File: src/rtl/pam4_symbol_sched.sv
// Two-source PAM4 symbol scheduler: per-source FIFOs, mode-selected arbitration,
// paced output (at most one symbol every other cycle). Optional drop counter: PAM4_SCHED_OVF_CNT_EN.
module pam4_symbol_sched #(
  parameter int FIFO_DEPTH = 4,
  parameter int CNT_W      = 16
) (
  input  logic             clk,
  input  logic             rstn,
  input  logic [1:0]       s0_symbol,
  input  logic             s0_valid,
  input  logic [1:0]       s1_symbol,
  input  logic             s1_valid,
  output logic             s1_ready,
  input  logic [1:0]       mode,
  input  logic             flush,
`ifdef PAM4_SCHED_OVF_CNT_EN
  input  logic             ovf_clr,
  output logic [CNT_W-1:0] ovf_count,
`endif
  output logic [1:0]       symbol_out,
  output logic             symbol_out_valid,
  output logic             src_id,
  output logic             busy
);

  localparam int AW = (FIFO_DEPTH > 1) ? $clog2(FIFO_DEPTH) : 1;
  localparam logic [AW:0] PTR_INC = (AW+1)'(1);

  typedef enum logic [1:0] {
    MODE_S0   = 2'b00,
    MODE_S1   = 2'b01,
    MODE_RR   = 2'b10,
    MODE_PRIO = 2'b11
  } mode_e;

  if (FIFO_DEPTH < 2 || (FIFO_DEPTH & (FIFO_DEPTH - 1)) != 0) begin : g_bad_depth
    $error("FIFO_DEPTH must be a power of two and at least 2");
  end
  if (CNT_W < 1) begin : g_bad_cnt_w
    $error("CNT_W must be at least 1");
  end

  logic [1:0]  s0_mem_q [FIFO_DEPTH];
  logic [1:0]  s0_mem_d [FIFO_DEPTH];
  logic [1:0]  s1_mem_q [FIFO_DEPTH];
  logic [1:0]  s1_mem_d [FIFO_DEPTH];
  logic [AW:0] s0_wr_q, s0_wr_d, s0_rd_q, s0_rd_d;
  logic [AW:0] s1_wr_q, s1_wr_d, s1_rd_q, s1_rd_d;
  logic        out_valid_q, out_valid_d;
  logic [1:0]  symbol_q, symbol_d;
  logic        src_q, src_d;
  logic        rr_q, rr_d;
  logic        ready_q;

  logic        s0_empty, s0_full, s1_empty, s1_full;
  logic        s0_elig, s1_elig, grant_s0, grant_s1;
  mode_e       mode_sel;

  assign mode_sel = mode_e'(mode);
  assign s0_empty = (s0_wr_q == s0_rd_q);
  assign s1_empty = (s1_wr_q == s1_rd_q);
  assign s0_full  = (s0_wr_q[AW] != s0_rd_q[AW]) && (s0_wr_q[AW-1:0] == s0_rd_q[AW-1:0]);
  assign s1_full  = (s1_wr_q[AW] != s1_rd_q[AW]) && (s1_wr_q[AW-1:0] == s1_rd_q[AW-1:0]);

  // ready_q holds s1_ready low through reset and the first edge after release
  assign s1_ready         = ready_q && !s1_full;
  assign symbol_out       = symbol_q;
  assign symbol_out_valid = out_valid_q;
  assign src_id           = src_q;
  assign busy             = !s0_empty || !s1_empty || out_valid_q;

  always_comb begin
    s0_elig  = !s0_empty && (mode_sel != MODE_S1);
    s1_elig  = !s1_empty && (mode_sel != MODE_S0);
    grant_s0 = 1'b0;
    grant_s1 = 1'b0;
    if (!out_valid_q) begin
      if (mode_sel == MODE_RR && s0_elig && s1_elig) begin
        grant_s0 = !rr_q;
        grant_s1 = rr_q;
      end else if (s0_elig) begin
        grant_s0 = 1'b1;
      end else if (s1_elig) begin
        grant_s1 = 1'b1;
      end
    end
  end

  always_comb begin
    s0_mem_d    = s0_mem_q;
    s1_mem_d    = s1_mem_q;
    s0_wr_d     = s0_wr_q;
    s0_rd_d     = s0_rd_q;
    s1_wr_d     = s1_wr_q;
    s1_rd_d     = s1_rd_q;
    out_valid_d = 1'b0;
    symbol_d    = symbol_q;
    src_d       = src_q;
    rr_d        = rr_q;
    if (flush) begin
      s0_rd_d = s0_wr_q;
      s1_rd_d = s1_wr_q;
    end else begin
      if (grant_s0) begin
        symbol_d = s0_mem_q[s0_rd_q[AW-1:0]];
        src_d    = 1'b0;
        s0_rd_d  = s0_rd_q + PTR_INC;
      end
      if (grant_s1) begin
        symbol_d = s1_mem_q[s1_rd_q[AW-1:0]];
        src_d    = 1'b1;
        s1_rd_d  = s1_rd_q + PTR_INC;
      end
      out_valid_d = grant_s0 || grant_s1;
      if (mode_sel == MODE_RR && (grant_s0 || grant_s1)) begin
        rr_d = grant_s0;
      end
      // A full s0 FIFO still accepts when its head leaves in the same cycle
      if (s0_valid && (!s0_full || grant_s0)) begin
        s0_mem_d[s0_wr_q[AW-1:0]] = s0_symbol;
        s0_wr_d = s0_wr_q + PTR_INC;
      end
      if (s1_valid && s1_ready) begin
        s1_mem_d[s1_wr_q[AW-1:0]] = s1_symbol;
        s1_wr_d = s1_wr_q + PTR_INC;
      end
    end
  end

  always_ff @(posedge clk or negedge rstn) begin
    if (!rstn) begin
      s0_mem_q    <= '{default: '0};
      s1_mem_q    <= '{default: '0};
      s0_wr_q     <= '0;
      s0_rd_q     <= '0;
      s1_wr_q     <= '0;
      s1_rd_q     <= '0;
      out_valid_q <= 1'b0;
      symbol_q    <= 2'b00;
      src_q       <= 1'b0;
      rr_q        <= 1'b0;
      ready_q     <= 1'b0;
    end else begin
      s0_mem_q    <= s0_mem_d;
      s1_mem_q    <= s1_mem_d;
      s0_wr_q     <= s0_wr_d;
      s0_rd_q     <= s0_rd_d;
      s1_wr_q     <= s1_wr_d;
      s1_rd_q     <= s1_rd_d;
      out_valid_q <= out_valid_d;
      symbol_q    <= symbol_d;
      src_q       <= src_d;
      rr_q        <= rr_d;
      ready_q     <= 1'b1;
    end
  end

`ifdef PAM4_SCHED_OVF_CNT_EN
  logic             s0_drop;
  logic [CNT_W-1:0] ovf_q, ovf_d;

  assign s0_drop   = s0_valid && s0_full && !grant_s0 && !flush;
  assign ovf_count = ovf_q;

  // Clear takes priority but still counts a drop landing in the same cycle
  always_comb begin
    ovf_d = ovf_q;
    if (ovf_clr) begin
      ovf_d = s0_drop ? CNT_W'(1) : '0;
    end else if (s0_drop && !(&ovf_q)) begin
      ovf_d = ovf_q + CNT_W'(1);
    end
  end

  always_ff @(posedge clk or negedge rstn) begin
    if (!rstn) begin
      ovf_q <= '0;
    end else begin
      ovf_q <= ovf_d;
    end
  end
`endif

endmodule
File: config.mk
export PLATFORM = sky130hd
export DESIGN_NAME = pam4_symbol_sched
export DESIGN_NICKNAME = d
export VERILOG_FILES = /design/src/rtl/pam4_symbol_sched.sv
export SDC_FILE = /design/constraint.sdc
export NUM_CORES = 1
export LEC_CHECK = 0
export CAP_MARGIN = 20
export CORE_ASPECT_RATIO = 1.25
export CORE_MARGIN = 2
export CORE_UTILIZATION = 30
export CTS_BUF_LIST = sky130_fd_sc_hd__clkbuf_4 sky130_fd_sc_hd__clkbuf_8
export DETAILED_ROUTE_END_ITERATION = 8
export GPL_TIMING_DRIVEN = 0
export MAX_ROUTING_LAYER = met4
export PLACE_DENSITY = 0.49
export SYNTH_ARGS = -nofsm -noshare
export SYNTH_HDL_FRONTEND = slang
export SYNTH_SLANG_ARGS = --single-unit
File: constraint.sdc
create_clock -name clk -period 2.7 [get_ports clk]
set_clock_uncertainty 0.2 [all_clocks]
set_input_delay 0.27 -clock clk [delete_from_list [all_inputs] [get_ports clk]]
set_output_delay 0.27 -clock clk [all_outputs]
set_load 0.02 [all_outputs]
==> results of run 1 <==
## cells in the final DEF, fill, tap and decap left out, types with 2 or more instances in the layout
| cell type | instances |
|---|---|
| dfrtp_1 | 34 |
| nand2_1 | 14 |
| clkdlybuf4s50_1 | 14 |
| mux2_1 | 11 |
| ha_1 | 10 |
| inv_1 | 9 |
| xnor2_1 | 6 |
| mux2_2 | 6 |
| clkbuf_8 | 5 |
| xor2_1 | 4 |
| mux2i_1 | 4 |
| a31oi_1 | 3 |
| o21ai_1 | 3 |
| o21ai_0 | 3 |
| nand3_2 | 3 |
| xnor2_2 | 2 |
| or3_1 | 2 |
| nand2b_1 | 2 |
| nand2_2 | 2 |
| mux4_1 | 2 |
| mux4_2 | 2 |
| o32ai_1 | 2 |
| clkinv_2 | 2 |
## layer usage
metal / vias up / share of wire (%)
li1: 566 / -
met1: 572 / 41
met2: 24 / 53
met3: 4 / 4.0
met4: 0 / 1.6
met5: - / 0
## where the power goes
group	total [W]	internal, W	switching [W]
registers	0.00101	0.000759	0.000247
clock network	0.000451	0.000271	0.000179
logic	0.00115	0.000595	0.000557
total	0.00261	0.00163	0.000983
## final cells by class
type | instances | area [um^2]
fillers | 605 | 3837
multi-input cells | 102 | 980.9
flip-flops and latches | 34 | 850.8
repair buffers | 17 | 163.9
well taps | 85 | 106.4
clock buffers | 5 | 68.82
clock inverters | 3 | 40.04
inverters | 9 | 33.78
plain buffers | 1 | 3.754
## flip-flops by register name, summed over array words and instances, names as in the netlist, 2 cells and up
signal      count
s1_wr_q         3
symbol_out      2
s0_mem_q        8
s1_rd_q         3
s0_rd_q         3
s1_mem_q        8
s0_wr_q         3
## worst max path at each step
stage	slack, ns	depth (start not counted)	endpoint	startpoint
global route	0.12	4	busy	s0_rd_q[0]$_DFFE_PN0P_
CTS	0.20	4	busy	s0_rd_q[0]$_DFFE_PN0P_
global placement	0.30	4	busy	s0_rd_q[0]$_DFFE_PN0P_
detailed placement	0.29	4	busy	s0_rd_q[0]$_DFFE_PN0P_
floorplan	0.80	3	busy	s0_rd_q[2]$_DFFE_PN0P_
finish	0.21	4	busy	s0_rd_q[0]$_DFFE_PN0P_
## stage by stage
step | hold WS, ns | std cells | area (um^2) | utilization [%] | setup slack [ns]
finish | 0.2865 | 256 | 2248 | 36.94 | 0.2072
detailed placement | 0.1823 | 247 | 2131 | 35.01 | 0.2917
global route | 0.3146 | 256 | 2248 | 36.94 | 0.1157
global placement | 0.2692 | 247 | 2136 | 35.09 | 0.2954
CTS | 0.2954 | 256 | 2248 | 36.94 | 0.1965
floorplan | -0.2256 | 146 | 1869 | - | 0.8036
## critical path, delay by kind of cell, from the launching register on
family	cells	cell delay, ns
xor+xnor	1	0.23
buf+inv	1	0.33
flops	1	0.48
simple gates	2	0.70
## cells by family (layout without fill, tap and decap cells)
family	after synthesis	count (layout)	synth area share, %
AO/OA/AOI/OAI	19	19	8.032
AND/OR/NAND/NOR	33	33	11.18
other	1	1	0.2006
XOR/XNOR	14	14	8.769
buffers and inverters	10	35	2.008
flip-flops	34	34	45.52
adder cells (fa/ha/maj)	10	10	6.693
multiplexers	25	25	17.60
## Yosys cell counts (2+ instances only)
| cell | number |
|---|---|
| xnor2_2 | 2 |
| or3_1 | 2 |
| ha_1 | 10 |
| inv_1 | 9 |
| nand3_2 | 3 |
| o21ai_0 | 3 |
| mux2_1 | 11 |
| nand2_1 | 14 |
| dfrtp_1 | 34 |
| mux2_2 | 6 |
| nand2_2 | 2 |
| a31oi_1 | 3 |
| mux4_1 | 2 |
| xnor2_1 | 6 |
| nand2b_1 | 2 |
| o32ai_1 | 2 |
| mux4_2 | 2 |
| o21ai_1 | 3 |
| mux2i_1 | 4 |
| xor2_1 | 4 |
## timing repair
item                                    4_1_cts  5_1_grt
hold endpoints to repair                     34        0
endpoints found under the setup margin        1        0
hold buffers                                  1        0
gates resized for setup                       1        0
==> results by group, run 1 <==
Outcome
  – Status: complete, no violations

Clocking
  – Setup bufs post-CTS: 0
  – Root Driver: clkbuf_8
  – CTS buffer count: 5
  – Clock Tree Buf Depth: 2
  – Clk slew on worst S/H paths: 0.07 ns
  – TritonCTS clock tree: yes
  – Clk sinks: 34
  – Clock latency at the later pin of the worst-skew pair: 0.28 ns
  – Clock H-tree levels: 2

Synthesis
  – Post-Syn Area: 0.001869 mm^2
  – Synth top area cells: dfrtp_1 46%, ha_1 6.7%, mux2_1 6.6%, mux2_2 3.6%, mux4_1 2.8%
  – Seq cells post-synth: 34
  – Synthesized area per cell: between 10 and 15 um^2
  – Synth Flop Type: dfrtp_1
  – Largest area contributor in the netlist: dfrtp_1
  – Syn Nets: approximately 170
  – Ys Warns: 0
  – Asr flop ratio synth: 100.0%
  – Sequential fraction of the synthesis area: 45.52%
  – EDFF count, synth: 0
  – Synth cell types: 42
  – Mapped Cells: 146
  – Synth top area share: a little under half

STA
  – Hold Violations, Final: 0
  – Slew Limit Fails: 0
  – FMAX: 401.2 MHz
  – Post-route clock period utilization: 92.33%
  – RSZ-0062 raised after global routing: false
  – TNS Setup: 0 ns
  – Tmin final: ~2.5 ns
  – Final setup vio count: 0
  – Worst-Margin Slew: 0.7486 ns
  – Worst slew margin: 50.09%

Critical path
  – Reg-to-reg slack, setup: 0.61 ns
  – Critical path, cell by cell: xor2_1 -> or3_1 -> or3_1 -> dlygate4sd2_1
  – Crit path max fanout: 5
  – Reg2reg end: s0_mem_q[4]$_DFFE_PN0P_
  – Critical path data arrival time: 2.02 ns
  – CP Class: register to primary output
  – Startpoint Class: register
  – Crit path max-delay cell type: dfrtp_1
  – Crit-path most repeated cell: or3_1
  – Slowest stage delay, CP: 0.48 ns
  – Register-to-Register Path Depth: 5
  – Critical Path RT: 2.23 ns
  – Crit path capture type: primary output
  – FF-to-FF Start: s1_rd_q[0]$_DFFE_PN0P_

Hold path
  – Hold wc startpoint: src_id$_DFFE_PN0P_
  – Worst Hold Class: register to register
  – Hold depth: 2
  – Worst Hold Endpoint: src_id$_DFFE_PN0P_

Placed design
  – DP HPWL: approximately 2.7 mm
  – Number of port buffers: 16
  – GP Congestion: 0.7968

Floorplanning
  – Die Y: 92.26 um
  – Die area: 0.006882 mm^2
  – IO Count: 17
  – Row cnt: 32
  – Initial core utilization: 30.72%
  – Core ar.: 0.006086 mm^2
  – Die Wd: 74.60 um

Power and ir drop
  – Pwr Density: 1160 mW/mm^2
  – P_leak: a little under 1 nW
  – Worst vdd ir: 0.3597 mV
  – Total power: 0.002609 W

Global route
  – Grt met3 use: 3.077%
  – GR Overflow Total: 0
  – Largest net degree at the start of global routing: 35
  – Number of global-route vias before repair: 1263
  – Initial antenna violation count: 0
  – GR Layer Usage met2: between 10% and 20%
  – First-pass GRT wire length: 5.982 mm
  – Busiest grt layer: met2
  – Total track usage: between 10% and 20%
  – GR Util met1: 14.51%

Layout
  – Antenna Cells: 0
  – Ratio of cells with drive above 1 in the final layout: 19.30%
  – Layout net count: 191
  – Synthesis-to-layout area growth: 20.28%

Flow run
  – Max cap viols: 0

Routing
  – 1st-iter DRT viols: 30
  – Residual DRC: 0
  – WL/cell: about 14 um
  – Vias per cell: 4.555
  – Via count: 1166
  – Antenna Violating Nets Remaining: 0
  – Post-Route WL: 3.468 mm
  – Pre-antenna DRT Iters: 5
No activity file was read; power rests on OpenSTA's default activity.
==> run 2, diff against run 1 <==
==> constraint.sdc (replaced) <==
create_clock -name clk -period 2.7 [get_ports clk]
set_clock_uncertainty 0.2 [all_clocks]
set_input_delay 0.54 -clock clk [delete_from_list [all_inputs] [get_ports clk]]
set_output_delay 0.54 -clock clk [all_outputs]
set_load 0.02 [all_outputs]
==> run 2 against run 1 <==
Compared with the run above: sequential power is essentially flat; flip-flop and latch count is the same; setup slack lost 0.070 ns; sequential share of layout area grew 0.22 points; combinational power is essentially flat; count of clock-buffer cells in the layout is the same; total power grew 0.54%; routed wire length is essentially flat; worst hold slack lost 0.17 ns; critical endpoint is now s1_ready.
==> results by group, run 2 (synthesis results as in run 1) <==
Outcome
  – Status: complete, no violations (unchanged)

Flow run
  – Max cap viols: 0 (unchanged)

Placed design
  – Number of port buffers: 16 (unchanged)
  – Worst slack at placement: 0.02171 ns (was 0.2917 ns)
  – DP HPWL: 2.718 mm (unchanged)
  – GP Congestion: 0.7968 (unchanged)

Global route
  – Total track usage: 11.96% (was 11.98%)
  – Number of global-route vias before repair: 1275 (was 1263)
  – Largest net degree at the start of global routing: 35 (unchanged)
  – Initial antenna violation count: 0 (unchanged)
  – Grt met3 use: 3.077% (unchanged)
  – First-pass GRT wire length: 5.954 mm (was 5.982 mm)
  – GR Util met1: 14.23% (was 14.51%)
  – Busiest grt layer: met2 (unchanged)
  – GR Overflow Total: 0 (unchanged)
  – GR Layer Usage met2: 18.95% (was 18.81%)

Floorplanning
  – Die Wd: 74.60 um (unchanged)
  – Die Y: 92.26 um (unchanged)
  – Die area: 0.006882 mm^2 (unchanged)
  – IO Count: 17 (unchanged)
  – Row cnt: 32 (unchanged)
  – Core ar.: 0.006086 mm^2 (unchanged)
  – Initial core utilization: 30.72% (unchanged)

Power and ir drop
  – Total power: 0.002623 W (was 0.002609 W)
  – Worst vdd ir: 0.3602 mV (was 0.3597 mV)
  – Pwr Density: 1170 mW/mm^2 (was 1160 mW/mm^2)
  – P_leak: 0.9628 nW (was 0.9664 nW)

Critical path
  – Crit path capture type: primary output (unchanged)
  – Crit path max fanout: 5 (unchanged)
  – Crit path max-delay family: buffers and inverters (was simple AND/OR/NAND/NOR gates)
  – Slowest stage delay, CP: 0.53 ns (was 0.48 ns)
  – Reg-to-reg slack, setup: 0.64 ns (was 0.61 ns)
  – Startpoint Class: register (unchanged)
  – Reg2reg end: s0_mem_q[4]$_DFFE_PN0P_ (unchanged)
  – Critical path, cell by cell: xnor2_2 -> nand2_1 -> o21a_1 -> clkdlybuf4s50_1 (was xor2_1 -> or3_1 -> or3_1 -> dlygate4sd2_1)
  – CP Launch Point: s1_rd_q[0]$_DFFE_PN0P_ (was s0_rd_q[0]$_DFFE_PN0P_)
  – Critical Path RT: 1.96 ns (was 2.23 ns)
  – FF-to-FF Start: s1_rd_q[0]$_DFFE_PN0P_ (unchanged)
  – Critical path data arrival time: 1.82 ns (was 2.02 ns)
  – Register-to-Register Path Depth: 5 (unchanged)
  – CP bufs+invs: 1 (unchanged)
  – CP Class: register to primary output (unchanged)
  – Crit path max-delay cell type: clkdlybuf4s50_1 (was dfrtp_1)

Layout
  – Most frequent cells in the layout: 32 x dfrtp_1, 14 x nand2_1, 14 x clkdlybuf4s50_1 (was 34 x dfrtp_1, 14 x nand2_1, 14 x clkdlybuf4s50_1)
  – Ratio of cells with drive above 1 in the final layout: 21.76% (was 19.30%)
  – Area taken by multi-input logic gates: 985.9 um^2 (was 980.9 um^2)
  – # fillers: 605 (unchanged)
  – Register area: 853.3 um^2 (was 850.8 um^2)
  – Commonest non-fill, non-tap cell in the layout: dfrtp_1 (unchanged)
  – Regs by FF count: s0_mem_q: 8 flops, s1_mem_q: 8 flops (unchanged)
  – Synthesis-to-layout area growth: 19.95% (was 20.28%)
  – Antenna Cells: 0 (unchanged)
  – Layout net count: 190 (was 191)

STA
  – Post-route clock period utilization: 94.90% (was 92.33%)
  – Tmin final: 2.562 ns (was 2.493 ns)
  – RSZ-0062 raised after global routing: false (unchanged)
  – Final setup vio count: 0 (unchanged)
  – Worst-Margin Slew: 0.7431 ns (was 0.7486 ns)
  – Hold Violations, Final: 0 (unchanged)
  – FMAX: 390.3 MHz (was 401.2 MHz)
  – Final worst slack: 0.1377 ns (was 0.2072 ns)
  – Slew Limit Fails: 0 (unchanged)
  – Worst slew margin: 50.46% (was 50.09%)
  – TNS Setup: 0 ns (unchanged)

Clocking
  – Clock latency at the later pin of the worst-skew pair: 0.28 ns (about the same)
  – Clk sinks: 34 (unchanged)
  – Clock Tree Buf Depth: 2 (unchanged)
  – Clk slew on worst S/H paths: 0.07 ns (about the same)
  – Hold_buf cts: 0 (was 1)
  – Root Driver: clkbuf_8 (unchanged)
  – CTS buffer count: 5 (unchanged)
  – Setup bufs post-CTS: 0 (unchanged)
  – TritonCTS clock tree: yes (unchanged)
  – Clock H-tree levels: 2 (unchanged)

Routing
  – WL/cell: 13.61 um (was 13.55 um)
  – Residual DRC: 0 (unchanged)
  – Pre-antenna DRT Iters: 4 (was 5)
  – Vias per cell: 4.616 (was 4.555)
  – Post-Route WL: 3.471 mm (was 3.468 mm)
  – 1st-iter DRT viols: 49 (was 30)
  – Antenna Violating Nets Remaining: 0 (unchanged)
  – Via count: 1177 (was 1166)

Hold path
  – Worst Hold Class: primary input to async pin (was register to register)
-- run 2: timing repair --
| item | CTS | global route |
|---|---|---|
| endpoints found under the setup margin | 1 | 2 |
| pin swaps | 0 | 2 |
| hold endpoints to repair | 0 | 0 |
| gates resized for setup | 5 | 1 |
-- run 2: power breakdown --
part / internal, W / switching [W]
registers: 0.000763 / 0.000247
clock network: 0.000271 / 0.000179
logic: 0.000603 / 0.000560
-- run 2: metrics by stage --
stage | util (%) | hold WS [ns] | cell area, um^2 | cells
2_1_floorplan | - | 0.04441 | 1869 | 146
3_3_place_gp | 35.09 | 0.2692 | 2136 | 247
3_5_place_dp | 35.01 | 0.2786 | 2131 | 247
4_1_cts | 36.92 | 0.1467 | 2247 | 255
5_1_grt | 36.84 | 0.1779 | 2242 | 255
6_report | 36.84 | 0.1172 | 2242 | 255
-- run 2: worst max path at each step --
stage                          end  slack (ns)  cells past startpoint
final                     s1_ready        0.14                      4
after detailed placement      busy        0.02                      4
after CTS                     busy       0.001                      4
after floorplan               busy        0.53                      3
after global routing      s1_ready       0.009                      4
after global placement        busy        0.03                      4
-- run 2: area by class of cell --
class / count / share of cell area [%]
Buffer: 1 / 0.1674
Clock buffer: 5 / 3.069
Sequential cell: 34 / 38.06
Inverter: 9 / 1.507
Tap cell: 85 / 4.743
Clock inverter: 3 / 1.786
Timing Repair Buffer: 16 / 6.696
Multi-Input combinational cell: 102 / 43.97
-- run 2: layer usage --
| layer | part of all wire, % | vias up |
|---|---|---|
| met5 | 0 | - |
| met4 | 1.6 | 0 |
| li1 | - | 566 |
| met1 | 41 | 582 |
| met3 | 4.0 | 4 |
| met2 | 53 | 25 |
